==> config.mk <==
export PLATFORM = sky130hd
export DESIGN_NAME = neuron_accumulator
export DESIGN_NICKNAME = d
export VERILOG_FILES = /design/src/rtl/nn_pkg.sv /design/src/rtl/nn_term_counter.sv /design/src/rtl/neuron_accumulator.sv
export SDC_FILE = /design/constraint.sdc
export NUM_CORES = 1
export LEC_CHECK = 0
export CAP_MARGIN = 20
export CORE_MARGIN = 3
export CORE_UTILIZATION = 49
export CTS_CLUSTER_DIAMETER = 120
export DETAILED_ROUTE_END_ITERATION = 8
export PLACE_DENSITY = 0.82
export SETUP_SLACK_MARGIN = 0.02
export SYNTH_ARGS = -nofsm -noshare
export SYNTH_HDL_FRONTEND = slang
export SYNTH_SLANG_ARGS = --single-unit
==> constraint.sdc <==
create_clock -name clk -period 2.85 [get_ports clk]
set_clock_uncertainty 0.05 [all_clocks]
set_input_delay 0.57 -clock clk [delete_from_list [all_inputs] [get_ports clk]]
set_output_delay 0.57 -clock clk [all_outputs]
set_load 0.05 [all_outputs]
==> src/rtl/nn_pkg.sv <==
// Shared neural-network datapath definitions: FSM state encoding and the
// default widths used by the ALU, control and accumulator blocks.
package nn_pkg;

    localparam int NN_NBITS    = 32;
    localparam int NN_MAXTERMS = 16;

    typedef enum logic [1:0] {
        S_IDLE  = 2'd0,
        S_ACCUM = 2'd1,
        S_DONE  = 2'd2
    } nn_state_t;

endpackage

==> src/rtl/nn_term_counter.sv <==
// Down-counter holding the number of product terms still to be accumulated.
module nn_term_counter #(
    parameter int CW = 5
) (
    input  logic          clk,
    input  logic          reset,
    input  logic          load,
    input  logic [CW-1:0] load_val,
    input  logic          dec,
    output logic [CW-1:0] count,
    output logic          zero
);

    logic [CW-1:0] r_count;

    always_ff @(posedge clk) begin
        if (reset) begin
            r_count <= '0;
        end else if (load) begin
            r_count <= load_val;
        end else if (dec && (r_count != '0)) begin
            r_count <= r_count - CW'(1);
        end
    end

    assign count = r_count;
    assign zero  = (r_count == '0);

endmodule

==> src/rtl/neuron_accumulator.sv <==
// Accumulates bias plus a fixed number of product terms for one neuron and
// presents the sum, its activation sign and a sticky overflow flag.
module neuron_accumulator
    import nn_pkg::*;
#(
    parameter int NBITS    = NN_NBITS,
    parameter int MAXTERMS = NN_MAXTERMS,
    parameter int CW       = $clog2(MAXTERMS) + 1
) (
    input  logic             clk,
    input  logic             reset,
    input  logic             start,
    input  logic [CW-1:0]    num_terms,
    input  logic [NBITS-1:0] bias,
    input  logic             in_valid,
    input  logic [NBITS-1:0] in_data,
    output logic             in_ready,
    output logic             out_valid,
    input  logic             out_ready,
    output logic [NBITS-1:0] out_sum,
    output logic             out_fire,
    output logic             out_ovf,
    output logic             busy
);

    localparam logic [CW-1:0] MAX_CNT = CW'(MAXTERMS);

    nn_state_t        r_state;
    logic [NBITS-1:0] r_acc;
    logic             r_ovf;

    logic [CW-1:0]    w_num_clamped;
    logic [CW-1:0]    w_count;
    logic             w_zero;
    logic             w_load;
    logic             w_xfer;
    logic             w_last;
    logic [NBITS-1:0] w_sum;
    logic             w_add_ovf;

    assign w_num_clamped = (num_terms > MAX_CNT) ? MAX_CNT : num_terms;
    assign w_load        = (r_state == S_IDLE) && start;
    // The zero guard only matters if ACCUM were ever entered with no terms left.
    assign w_xfer        = (r_state == S_ACCUM) && in_valid && !w_zero;
    assign w_last        = w_xfer && (w_count == CW'(1));
    assign w_sum         = r_acc + in_data;
    assign w_add_ovf     = (r_acc[NBITS-1] == in_data[NBITS-1]) &&
                           (w_sum[NBITS-1] != r_acc[NBITS-1]);

    nn_term_counter #(
        .CW(CW)
    ) u_term_counter (
        .clk      (clk),
        .reset    (reset),
        .load     (w_load),
        .load_val (w_num_clamped),
        .dec      (w_xfer),
        .count    (w_count),
        .zero     (w_zero)
    );

    always_ff @(posedge clk) begin
        if (reset) begin
            r_state <= S_IDLE;
            r_acc   <= '0;
            r_ovf   <= 1'b0;
        end else begin
            case (r_state)
                S_IDLE: begin
                    if (start) begin
                        r_acc   <= bias;
                        r_ovf   <= 1'b0;
                        r_state <= (w_num_clamped == '0) ? S_DONE : S_ACCUM;
                    end
                end
                S_ACCUM: begin
                    if (w_xfer) begin
                        r_acc <= w_sum;
                        if (w_add_ovf) begin
                            r_ovf <= 1'b1;
                        end
                        if (w_last) begin
                            r_state <= S_DONE;
                        end
                    end
                end
                S_DONE: begin
                    if (out_ready) begin
                        r_state <= S_IDLE;
                    end
                end
                default: r_state <= S_IDLE;
            endcase
        end
    end

    assign in_ready  = (r_state == S_ACCUM);
    assign out_valid = (r_state == S_DONE);
    assign busy      = (r_state != S_IDLE);
    assign out_sum   = r_acc;
    assign out_fire  = ~r_acc[NBITS-1];
    assign out_ovf   = r_ovf;

endmodule

## Yosys cells after proc, flatten, opt, wreduce, memory -nomap -nowiden

Index checks and enable logic that the tools add are counted.

- Output and inout bits: 37
- Memories: 0
- Flip-flop bits (word level): 40
- Latch bits: 0
- Memory bits (read-only): 0
- Logic and storage cells: 51
- Bits in writable memories: 0
- Input bits: 74

- Order comparisons: 1
- Reductions and logical operators: 17
- $add $sub $neg: 2
- Equality and inequality tests: 10
- Muxes and demuxes: 16
- Shift operators: 0
- Div/mod/pow operators: 0
- $mul: 0
- Bitwise logic cells: 1

Operators with widths:

| cell | number |
|---|---|
| 32-bit 2-to-1 mux | 2 |
| 32-bit one-hot mux with 2 select lines | 1 |
| 32-bit adder | 1 |
| 5-bit 2-to-1 mux | 3 |
| 5-bit zero test | 2 |
| 2-bit 2-to-1 mux | 5 |
| 2-bit by 1-bit inequality test with 1-bit output (second input constant) | 4 |
| 4-bit AND reduction | 2 |
| 1-bit logical AND | 6 |
| 2-bit one-hot mux with 3 select lines | 1 |
| 2-bit nonzero test | 3 |
| 5-bit by 1-bit equality test with 1-bit output (second input constant) | 1 |
| 5-bit > comparator (second input constant) | 1 |
| 5-bit nonzero test | 1 |
| 5-bit by 1-bit subtractor with 5-bit output (second input constant) | 1 |
| 1-bit 2-to-1 mux | 3 |
| 3-bit AND reduction | 1 |
| 2-bit by 1-bit equality test with 1-bit output (second input constant) | 1 |
| 2-bit equality test (second input constant) | 1 |
| 2-bit zero test | 1 |
| 2-bit inequality test (second input constant) | 1 |
| 1-bit one-hot mux with 2 select lines | 1 |
| 1-bit equality test | 1 |
| 1-bit zero test | 1 |
| 2 further kinds | 2 |

## Depth between registers and ports, before layout

Gate-level depths: netlist of run 1.

- Depth after elaboration: 7
- Gate-level depth with buffers: 10
- Mapped depth without buffers: 10

## Cells and area by module

From an unflattened synthesis of run 1, not the netlist that was laid out.

- Cells, all modules: 469
- Area, all modules: 3688.5 µm²

Modules (own cells, without submodules):

| module | area each (µm²) | cells each | seq. area each (µm²) | times used |
|---|---|---|---|---|
| neuron_accumulator | 3362.0 | 432 | 700.7 | 1 |
| nn_term_counter | 326.6 | 37 | 100.1 | 1 |

## Worst setup path after synthesis of run 1

Ideal clock, no wire load.

- Kind: register to register
- Start: register r_acc[0], in the netlist out_sum[0]
- End: register r_acc[28], in the netlist out_sum[28]
- Stages on the path, launching flop included: 11
- Data arrival time: 2637 ps
- Clock period less this slack: 2752 ps
- Required time: 2735 ps
- Setup slack: 98 ps
- Setup time: 65 ps
- Path buffers: 0
- Cells stage by stage: dfxtp_1 -> ha_1 -> inv_1 -> fa_1 -> nand2b_1 -> a21oi_1 -> o2111ai_1 -> a21oi_1 -> nor4b_1 -> or4b_1 -> nor2_1

- Word-level cells in the longest chain between the ends: 3

RTL lines:

| what | line | text |
|---|---|---|
| from (decl) | neuron_accumulator.sv:29 | `logic [NBITS-1:0] r_acc;` |
| from (signal assigned) | neuron_accumulator.sv:71 | `r_acc <= bias;` |
| from (signal assigned) | neuron_accumulator.sv:78 | `r_acc <= w_sum;` |
| 32-bit adder | neuron_accumulator.sv:46 | `assign w_sum = r_acc + in_data;` |
| 32-bit 2-to-1 mux | neuron_accumulator.sv:77 | `if (w_xfer) begin` |
| 32-bit one-hot mux with 2 select lines | neuron_accumulator.sv:68 | `case (r_state)` |

Every way passes these cells. The select of a mux whose other input is x is not followed.
A chain may end at the register's enable or synchronous reset.

## Worst setup path in the final report of run 1

- Start: input port in_data[16]
- End: register r_ovf, in the netlist out_ovf

- Word-level cells in the longest chain between the ends: 5

RTL lines:

| what | line | text |
|---|---|---|
| from (decl) | neuron_accumulator.sv:16 | `input logic [NBITS-1:0] in_data,` |
| 32-bit adder | neuron_accumulator.sv:46 |  |
| 1-bit inequality test | neuron_accumulator.sv:48 | `(w_sum[NBITS-1] != r_acc[NBITS-1]);` |
| 1-bit logical AND | neuron_accumulator.sv:47 | `assign w_add_ovf = (r_acc[NBITS-1] == in_data[NBITS-1]) &&` |
| 2-bit by 1-bit inequality test with 1-bit output (no source line) | - |  |
| 4-bit AND reduction (no source line) | - |  |
| to (signal assigned) | neuron_accumulator.sv:66 | `r_ovf <= 1'b0;` |
| to (signal assigned) | neuron_accumulator.sv:72 | `r_ovf <= 1'b0;` |
| to (signal assigned) | neuron_accumulator.sv:80 | `r_ovf <= 1'b1;` |
| to (decl) | neuron_accumulator.sv:30 | `logic r_ovf;` |

Every way passes these cells.

==> results of run 1 <==
worst reg2reg max path, stage by stage (launching register included):
cell and delay [ns]:
dfxtp_1 0.36, ha_1 0.18, inv_1 0.06, fa_1 0.37
nand2b_4 0.17, a21oi_4 0.17, o2111ai_2 0.15, a21oi_2 0.19
nor4b_1 0.07, or4b_1 0.47, nor2_1 0.11
flip-flops by register name (all words and copies together), names as in the netlist:
register and cells:
out_sum 32, r_state 2, out_ovf 1, u_term_counter.count 5
how the worst max path moves through the flow:
stage,from,end,slack [ns]
finish,in_data[16],out_ovf,0.07
global route,in_data[16],out_ovf,-0.008
CTS,in_data[0],out_sum[20],0.01
detailed placement,in_data[0],out_sum[20],-0.37
global placement,in_data[0],out_sum[28],-0.29
floorplan,out_sum[0],out_sum[28],0.1
per-layer routing:
layer  up-vias  track usage
li1       2261            -
met1      2191        0.374
met2       228        0.556
met3        28       0.0329
met4         0        0.102
met5         -            0
kinds of logic after synthesis:
group | Yosys count | synth area share
mux | 4 | 0.0105
compound gates | 172 | 0.304
fa+ha+maj | 35 | 0.117
flops | 40 | 0.211
xor+xnor | 24 | 0.0553
simple gates | 199 | 0.250
buf+inv | 45 | 0.0520
cells in the mapped netlist, types with 8 or more instances:
library cell	instances	area, um2
a21oi_1	59	295
o21ai_0	23	115
a211oi_1	16	120
dfxtp_1	40	801
xor2_1	11	96.3
nand3_1	8	40.0
nand2_1	59	221
xnor2_1	13	114
buf_2	8	40.0
ha_1	34	425
a311oi_1	9	78.8
nor2b_1	8	50.1
nand4_1	12	75.1
and3_1	11	68.8
o22ai_1	8	50.1
clkbuf_1	18	67.6
inv_1	15	56.3
a21o_1	10	75.1
a31oi_1	8	50.1
nor2_1	61	229
nor3_1	16	80.1
layout make-up:
class / instances / area, um2
Fill cell: 575 / 1670
Multi-Input combinational cell: 434 / 2890
Clock buffer: 7 / 96.3
Sequential cell: 40 / 801
Clock inverter: 1 / 30.0
Inverter: 15 / 56.3
Timing Repair Buffer: 189 / 1710
Tap cell: 99 / 124
power groups by stage:
stage	clock (mW)	sequential, mW	combinational, mW
final	0.529	0.869	3.42
after global placement	0	0.866	3.22
after CTS	0.538	0.862	3.32
after global routing	0.570	0.885	3.67
after floorplan	0	1.29	1.64
after detailed placement	0	0.873	3.28
repair_timing:
item	in CTS	in global routing
pin swaps	2	8
setup buffers	0	2
setup endpoints to repair	4	12
resized for setup	5	15
per-stage QoR:
stage          worst slack [ns]  TNS [ns]  hold WS [ns]  instances
2_1_floorplan            0.0982         0         0.462        519
3_3_place_gp             -0.292     -3.46         0.432        775
3_5_place_dp             -0.373     -4.31         0.455        775
4_1_cts                  0.0149         0         0.467        783
5_1_grt                -0.00798  -0.00798         0.502        785
6_report                 0.0666         0         0.463        785
==> run summary, run 1 <==
Die Width: 94.0 um
initial antenna violation count: 0
R2R Path End: out_sum[28]
commonest non-fill, non-tap cell in the layout: clkdlybuf4s50_1
synthesized area: 0.00380 mm2
crit path time final: 2.78 ns
worst reg2reg path startpoint: out_sum[0]
Tightest Hold Check Type: reg -> reg
GRT Residual Overflow: 0
number of distinct library cells after synthesis: 66
pin count of the biggest net entering global routing: 41
drt pass-1 iters: 5
total clock sinks: 40
worst path bufs/invs: 2
Final Setup Violations: 0
status: complete, no violations
Slew Limit Fails: 0
Post-synth EDFFs: 0
met1 wire length: 5710 um
Overall Power: 4.82 mW
Clk pwr share: 0.110
sequential share of the synthesized area: 0.211
wire length of the first global-routing pass: 21800 um
Via Count: 4708
Final Routed Wirelength: 13900 um
post-placement cell area: 0.00547 mm2
Initial Utilization: 0.515
flop2flop setup slack: 0.44 ns
register share of total power: 0.180
Net Sw Frac: 0.491
ANT nets after route: 0
ys flop type: dfxtp_1
Hold Path Depth: 2
Final GP Congestion: 0.986
NumNets Final: 794
Cell Pwr Density: 846 mW/mm2
Antenna Cells: 0
Vias/cell: 6.00
crit-path max FO: 7
slowest CP cell: clkdlybuf4s50_1
Worst-Skew Late Latency: 0.30 ns
met3 WL: 995 um
Sw Pwr: 2.37 mW
Initial DRC Count: 228
synthesized instance count: 519
core box area: 0.00737 mm2
DR WL/cell: 17.7 um
vias in the first global route: 4648
Worst Setup Path Type: in -> reg
CP cell instances: clkdlybuf4s50_1 -> ha_1 -> a21oi_1 -> o21ai_0 -> a21o_1 -> a211o_1 -> a31oi_1 -> buf_4 -> mux2i_1 -> o22ai_1
CP arrival: 2.90 ns
Max-Cap Viols: 0
final hold vios: 0
Cell Rows: 31
Max H-tree Level: 2
commonest non-fill, non-tap cells in the layout: clkdlybuf4s50_1 (108), buf_4 (79), nor2_1 (60)
fraction of registers with async set/reset: 0
Ys Warns: 0
met2 WL: 6800 um
Worst Hold End: out_sum[11]
worst slew pin tran: 0.611 ns
# DRC: 0
cts hold-fix bufs: 0
CTS tree: yes
CP Launch Type: input pin
mean area per synthesized cell: 7.32 um2
I/O Buffers: 110
worst path required time: 2.97 ns
P_leak: 2.40 nW
critical path's largest stage delay: 0.41 ns
HP Start: out_sum[11]
Num CTS Buffers: 5
Root Buffer: clkbuf_8
VDD IR max: 0.402 mV
period utilization: 0.977
Comb power frac: 0.710
area delta synth->final: 50.0%
hpwl dp: 10300 um
GRT Util Overall: 0.307
Yosys reg bits: 40
Ports: 111
Syn Nets: 628
Bufs on Longest Clock Path: 2
Finished Cell Area: 0.00570 mm2
die area: 0.00884 mm2
critical path's top delay family: compound AO/OA/AOI/OAI gates
Worst-path clk slew: 0.08 ns
Fmax achieved: 0.359 GHz
R2R cell count: 10
Max transition margin: 0.588
uppermost routed layer: met4
CP Depth: 10
RSZ-0062 raised after global routing: true
CP endpoint kind: register
Die Height: 94.0 um
fin util: 0.773
fraction of layout cells with a size suffix above 1: 0.165
Int Power: 2.46 mW
Note: power is estimated with default switching activity, not from simulation.
==> inputs of run 2 (changes only) <==
--- a/config.mk
+++ b/config.mk
@@ -7,11 +7,12 @@
 export LEC_CHECK = 0
 export CAP_MARGIN = 20
 export CORE_MARGIN = 3
-export CORE_UTILIZATION = 49
+export CORE_UTILIZATION = 50
+export CTS_BUF_LIST = sky130_fd_sc_hd__clkbuf_4
 export CTS_CLUSTER_DIAMETER = 120
 export DETAILED_ROUTE_END_ITERATION = 8
-export PLACE_DENSITY = 0.82
-export SETUP_SLACK_MARGIN = 0.02
+export PLACE_DENSITY = 0.84
+export SETUP_SLACK_MARGIN = 0.15
 export SYNTH_ARGS = -nofsm -noshare
 export SYNTH_HDL_FRONTEND = slang
 export SYNTH_SLANG_ARGS = --single-unit
==> run summary, run 2 (synthesis gave the netlist of run 1 again) <==
status: complete, no violations
Slew Limit Fails: 0 (unchanged)
worst slew pin tran: 0.617 ns (+0.00535 ns)
die area: 0.00868 mm2 (-1.9%)
CP arrival: 2.97 ns (+0.07 ns)
# placed instances: 779 (+0.52%)
worst path bufs/invs: 4 (+2)
Multi-input gate area: 0.00293 mm2 (+1.6%)
slowest CP cell: or4b_1
Max transition margin: 0.585 (-0.00360)
area delta synth->final: 50.8%
Reg area: 802 um2 (+0.16%)
drt pass-1 iters: 5 (unchanged)
Max-Cap Viols: 0 (unchanged)
Layout Cells excl Fill: 788 (+0.38%)
R2R cell count: 10 (unchanged)
core box area: 0.00733 mm2 (-0.53%)
final hold vios: 0 (unchanged)
Max H-tree Level: 2 (unchanged)
Tightest Hold Check Type: reg -> reg
Final Routed Wirelength: 13800 um (-0.13%)
Worst-path clk slew: 0.15 ns (+0.07 ns)
CTS tree: yes
VDD IR max: 0.446 mV (+11%)
CP cell instances: clkdlybuf4s50_1 -> ha_1 -> buf_4 -> nand4_1 -> nor2_1 -> nor3_1 -> buf_4 -> a21oi_2 -> buf_4 -> o211ai_2 -> or4b_1 -> nor2_1
Vias/cell: 6.02 (+0.38%)
crit-path max FO: 5 (-2)
Initial Utilization: 0.518 (+0.00273)
worst path required time: 3.11 ns (+0.14 ns)
total clock sinks: 40 (unchanged)
Fmax achieved: 0.369 GHz (+2.8%)
TNS Setup: 0 ns (unchanged)
crit path time final: 2.71 ns (-0.0756 ns)
cts hold-fix bufs: 0 (unchanged)
Cell Rows: 31 (unchanged)
commonest non-fill, non-tap cell in the layout: clkdlybuf4s50_1
pin count of the biggest net entering global routing: 41 (unchanged)
DR WL/cell: 17.6 um (-0.51%)
max reg flops: 32 (unchanged)
# DRC: 0 (unchanged)
critical path's largest stage delay: 0.44 ns (+0.03 ns)
initial antenna violation count: 0 (unchanged)
Root Buffer: clkbuf_4
RSZ-0062 raised after global routing: true
I/O Buffers: 110 (unchanged)
Num CTS Buffers: 5 (unchanged)
critical path's top delay family: simple AND/OR/NAND/NOR gates
period utilization: 0.950 (-0.0265)
vias in the first global route: 4639 (-0.19%)
Via Count: 4744 (+0.76%)
hpwl dp: 10400 um (+0.53%)
Ports: 111 (unchanged)
Most Frequent Cell on Critical Path: buf_4
Final Setup Violations: 0 (unchanged)
wire length of the first global-routing pass: 21600 um (-1.0%)
NumNets Final: 797 (+0.38%)
Die Height: 93.2 um (-0.94%)
Hold Path Depth: 2 (unchanged)
Initial DRC Count: 338 (+48%)
CP endpoint kind: register
Die Width: 93.2 um (-0.94%)
Bufs on Longest Clock Path: 2 (unchanged)
CP Depth: 12 (+2)
commonest non-fill, non-tap cells in the layout: clkdlybuf4s50_1 (107), buf_4 (82), nor2_1 (60)
GRT Residual Overflow: 0 (unchanged)
ANT nets after route: 0 (unchanged)
P_leak: 2.39 nW (-0.10%)
flop2flop setup slack: 0.32 ns (-0.12 ns)
Worst-Skew Late Latency: 0.37 ns (+0.07 ns)
Cell Pwr Density: 828 mW/mm2 (-2.2%)
Antenna Cells: 0 (unchanged)
GRT Util Overall: 0.306 (-0.000802)
Fillers: 579 (+0.70%)
fin util: 0.782 (+0.00819)
fraction of layout cells with a size suffix above 1: 0.183 (+0.0182)
CP Launch Type: input pin
Worst Setup Path Type: in -> reg
Final GP Congestion: 0.925 (-6.1%)
==> run 2: repair_timing <==
action / in CTS / in global routing
cloned: 0 / 0
setup endpoints to repair: 6 / 17
buffers inserted: 0 / 1
gates resized for setup: 4 / 28
pin swaps: 1 / 8
==> run 2: path summary, 6_finish.rpt <==
check | startpoint | to
setup reg to reg | out_sum[0] | out_sum[28]
hold / removal | out_sum[8] | out_sum[8]
hold reg to reg | out_sum[8] | out_sum[8]
setup / recovery | in_data[8] | out_sum[28]
==> run 2: tightest hold or removal path: cells and delay by family, from the launching register on <==
kind / cells / cell delay [ns]
flip-flops: 1 / 0.36
AND/OR/NAND/NOR: 2 / 0.15
==> run 2: layout make-up <==
class / count / area share
flip-flops and latches: 40 / 0.140
inverters: 15 / 0.00983
multi-input cells: 434 / 0.512
repair buffers: 192 / 0.302
clock inverters: 3 / 0.00808
clock buffers: 5 / 0.00655
well taps: 99 / 0.0216
==> run 2: where the power goes <==
group | switching [mW] | total (mW) | internal, mW
combinational | 2.00 | 3.45 | 1.44
sequential | 0.158 | 0.873 | 0.715
clock | 0.236 | 0.424 | 0.188
==> run 2: per-layer routing <==
| layer | up-vias | part of all wire | routed length (um) | track usage |
|---|---|---|---|---|
| li1 | 2258 | - | - | - |
| met1 | 2206 | 0.41 | 5650 | 0.375 |
| met2 | 244 | 0.48 | 6690 | 0.534 |
| met3 | 36 | 0.075 | 1030 | 0.0467 |
| met4 | 0 | 0.034 | 469 | 0.122 |
| met5 | - | 0 | 0 | 0 |
==> run 2: through the flow <==
stage	hold slack, ns	cell area (um2)	worst slack, ns	power (mW)
floorplan	0.462	3800	0.204	2.93
global placement	0.437	5500	-0.275	4.10
detailed placement	0.443	5500	-0.341	4.17
CTS	0.463	5600	0.0761	4.60
global route	0.488	5730	0.0409	5.03
finish	0.476	5730	0.142	4.74
==> inputs of run 3 (changes only) <==
--- a/config.mk
+++ b/config.mk
@@ -7,12 +7,14 @@
 export LEC_CHECK = 0
 export CAP_MARGIN = 20
 export CORE_MARGIN = 3
-export CORE_UTILIZATION = 50
+export CORE_UTILIZATION = 49
 export CTS_BUF_LIST = sky130_fd_sc_hd__clkbuf_4
 export CTS_CLUSTER_DIAMETER = 120
 export DETAILED_ROUTE_END_ITERATION = 8
-export PLACE_DENSITY = 0.84
+export PLACE_DENSITY = 0.83
 export SETUP_SLACK_MARGIN = 0.15
+export SLEW_MARGIN = 20
 export SYNTH_ARGS = -nofsm -noshare
 export SYNTH_HDL_FRONTEND = slang
+export SYNTH_HIERARCHICAL = 1
 export SYNTH_SLANG_ARGS = --single-unit
==> run summary, run 3 <==
CP cell instances: clkdlybuf4s50_1 -> ha_1 -> o21a_1 -> o21ai_0 -> buf_4 -> a31oi_4 -> buf_6 -> a211oi_4 -> nor3_2 -> or3_1 -> a21oi_2 -> o21ai_1
synthesized area: 0.00369 mm2 (-2.9%)
Fmax achieved: 0.358 GHz (-3.1%)
Worst Setup Path Type: in -> reg
I/O Buffers: 110 (unchanged)
critical path's top delay family: compound AO/OA/AOI/OAI gates
Bufs on Longest Clock Path: 2 (unchanged)
hpwl dp: 9860 um (-5.2%)
Multi-input gate area: 0.00289 mm2 (-1.6%)
CP Depth: 12 (unchanged)
worst reg2reg path startpoint: out_sum[0]
top-count cell post-synth: nand2_1
Num CTS Buffers: 5 (unchanged)
R2R cell count: 13 (+3)
pin count of the biggest net entering global routing: 31 (-24%)
Slew Limit Fails: 0 (unchanged)
RSZ-0062 raised after global routing: true
Worst-Skew Late Latency: 0.37 ns (about the same)
Worst-path clk slew: 0.15 ns (about the same)
Die Width: 92.8 um (-0.43%)
Via Count: 4604 (-3.0%)
HP Start: out_sum[15]
die area: 0.00860 mm2 (-0.86%)
Cell Pwr Density: 562 mW/mm2 (-32%)
Clk pwr share: 0.127 (+0.038)
crit-path max FO: 5 (unchanged)
Initial DRC Count: 339 (+0.30%)
synthesized instance count: 469 (-9.6%)
Fillers: 504 (-13%)
CP startpoint: in_data[7]
core box area: 0.00729 mm2 (-0.53%)
GRT Util Overall: 0.299 (-0.00727)
Tightest Hold Check Type: reg -> reg
cell taking the most area after synthesis: dfxtp_1
commonest non-fill, non-tap cells in the layout: clkdlybuf4s50_1 (103), buf_4 (81), nand2_1 (57)
Max-Cap Viols: 0 (unchanged)
P_leak: 2.37 nW (-1.1%)
Net Sw Frac: 0.460 (-0.0447)
Comb power frac: 0.643 (-0.084)
GRT Residual Overflow: 0 (unchanged)
number of distinct library cells after synthesis: 71 (+7.6%)
Syn Nets: 576 (-8.3%)
max reg flops: 32 (unchanged)
fraction of registers with async set/reset: 0 (unchanged)
worst slew pin tran: 0.536 ns (-0.0806 ns)
worst slack at placement: -0.526 ns (-0.184 ns)
NumNets Final: 754 (-5.4%)
Final Setup Violations: 0 (unchanged)
VDD IR max: 0.324 mV (-27%)
Final GP Congestion: 0.888 (-4.0%)
total clock sinks: 40 (unchanged)
final hold vios: 0 (unchanged)
Overall Power: 3.21 mW (-32%)
# DRC: 0 (unchanged)
CTS tree: yes
Hold Path Depth: 2 (unchanged)
commonest non-fill, non-tap cell in the layout: clkdlybuf4s50_1
Final Routed Wirelength: 13700 um (-1.4%)
worst path bufs/invs: 3 (-1)
Commonest cells post-synth: nand2_1 (58), a21oi_1 (50), dfxtp_1 (40)
status: complete, no violations
CP Launch Type: input pin
initial antenna violation count: 0 (unchanged)
CP endpoint kind: register
ys flop type: dfxtp_1
wire length of the first global-routing pass: 21100 um (-2.5%)
mean area per synthesized cell: 7.86 um2 (+7.5%)
Max H-tree Level: 2 (unchanged)
Root Buffer: clkbuf_4
Yosys reg bits: 40 (unchanged)
register share of total power: 0.230 (+0.046)
Cell Rows: 31 (unchanged)
Reg area: 806 um2 (+0.47%)
Ys Warns: 6 (+6)
Initial Utilization: 0.506 (-0.0123)
vias in the first global route: 4510 (-2.8%)
critical path's largest stage delay: 0.41 ns (-0.03 ns)
sequential share of the synthesized area: 0.217 (+0.00629)
Int Power: 1.73 mW (-26%)
ANT nets after route: 0 (unchanged)
final setup margin: 0.0566 ns (-0.0856 ns)
share of the synthesized area in the top cell type: 0.217 (+0.00629)
period utilization: 0.980 (+0.0300)
cts hold-fix bufs: 0 (unchanged)
Vias/cell: 6.16 (+2.4%)
DR WL/cell: 18.3 um (+4.0%)
slowest CP cell: clkdlybuf4s50_1
Die Height: 92.8 um (-0.43%)
Ports: 111 (unchanged)
Sw Pwr: 1.48 mW (-38%)
Post-synth EDFFs: 0 (unchanged)
fin util: 0.783 (+0.00124)
fraction of layout cells with a size suffix above 1: 0.248 (+0.0656)
drt pass-1 iters: 5 (unchanged)
Max transition margin: 0.642 (+0.0570)
area delta synth->final: 54.7%
worst path required time: 3.07 ns (-0.04 ns)
synth top area cells: dfxtp_1 (22%), ha_1 (11%), a21oi_1 (6.8%)
crit path time final: 2.79 ns (+0.0856 ns)
CP arrival: 3.01 ns (+0.04 ns)
Antenna Cells: 0 (unchanged)
-- run 3: cell types whose count changed in the layout (fill, tap and decap cells not counted), sizes merged, moves of 5 or more --
| cell | previous run | this run |
|---|---|---|
| o22ai | 8 | 3 |
| a311oi | 9 | 3 |
| o21ai | 23 | 37 |
| nor2 | 61 | 38 |
| xnor2 | 13 | 8 |
| o221ai | 2 | 17 |
| and3 | 12 | 3 |
| a211oi | 16 | 10 |
| nand4 | 12 | 3 |
-- run 3: cell type report --
class / instances / area share
Clock buffer: 5 / 0.00658
Tap cell: 99 / 0.0217
Inverter: 17 / 0.0112
Multi-Input combinational cell: 390 / 0.505
Clock inverter: 3 / 0.00745
Sequential cell: 40 / 0.141
Timing Repair Buffer: 193 / 0.306
-- run 3: worst reg2reg max path, stage by stage, from the launching register on --
cell and delay, ns:
dfxtp_4 0.39, ha_4 0.16, inv_2 0.05, fa_2 0.21
and2b_1 0.20, o21a_1 0.20, o211ai_2 0.22, a31oi_4 0.15
buf_6 0.16, a211oi_4 0.25, nor3_2 0.08, or3_1 0.34
a21oi_2 0.15, o21ai_1 0.07
-- run 3: power groups by stage --
stage | clock (mW) | combinational, mW | sequential (mW)
after global routing | 0.429 | 2.18 | 0.749
after floorplan | 0 | 0.943 | 0.969
after global placement | 0 | 1.82 | 0.735
final | 0.408 | 2.06 | 0.736
after CTS | 0.409 | 1.92 | 0.727
after detailed placement | 0 | 1.88 | 0.738
-- run 3: repair_timing --
action / 4_1_cts / 5_1_grt
resized for setup: 16 / 36
gates cloned: 0 / 0
pin swaps: 19 / 39
setup buffers: 6 / 4
endpoints found under the hold margin: 0 / 0
endpoints found under the setup margin: 20 / 22
-- run 3: layer usage --
metal,vias up,part of all wire,global-route usage
li1,2098,-,-
met3,57,0.076,0.0447
met5,-,0,0
met1,2180,0.39,0.356
met4,0,0.035,0.120
met2,269,0.50,0.532
-- run 3: kinds of logic (layout without fill, tap and decap cells) --
family | count (synthesis) | count (layout) | synth area share
multiplexers | 3 | 3 | 0.00814
AO/OA/AOI/OAI | 180 | 180 | 0.354
AND/OR/NAND/NOR | 155 | 155 | 0.201
XOR/XNOR | 19 | 19 | 0.0451
flip-flops | 40 | 40 | 0.217
buffers and inverters | 39 | 218 | 0.0600
adder cells (fa/ha/maj) | 33 | 33 | 0.114
-- run 3: metrics by stage --
stage | instances | hold slack [ns] | TNS (ns) | area [um2]
global route | 747 | 0.437 | -0.0483 | 5710
CTS | 743 | 0.419 | 0 | 5500
detailed placement | 729 | 0.400 | -8.12 | 5340
floorplan | 469 | 0.438 | 0 | 3690
finish | 747 | 0.415 | 0 | 5710
global placement | 729 | 0.394 | -5.92 | 5340
-- run 3: path summary, 6_finish.rpt --
kind / endpoint / slack [ns]
setup / recovery: out_sum[28] / 0.06
setup reg to reg: out_sum[28] / 0.09
hold reg to reg: out_sum[15] / 0.42
hold / removal: out_sum[15] / 0.42
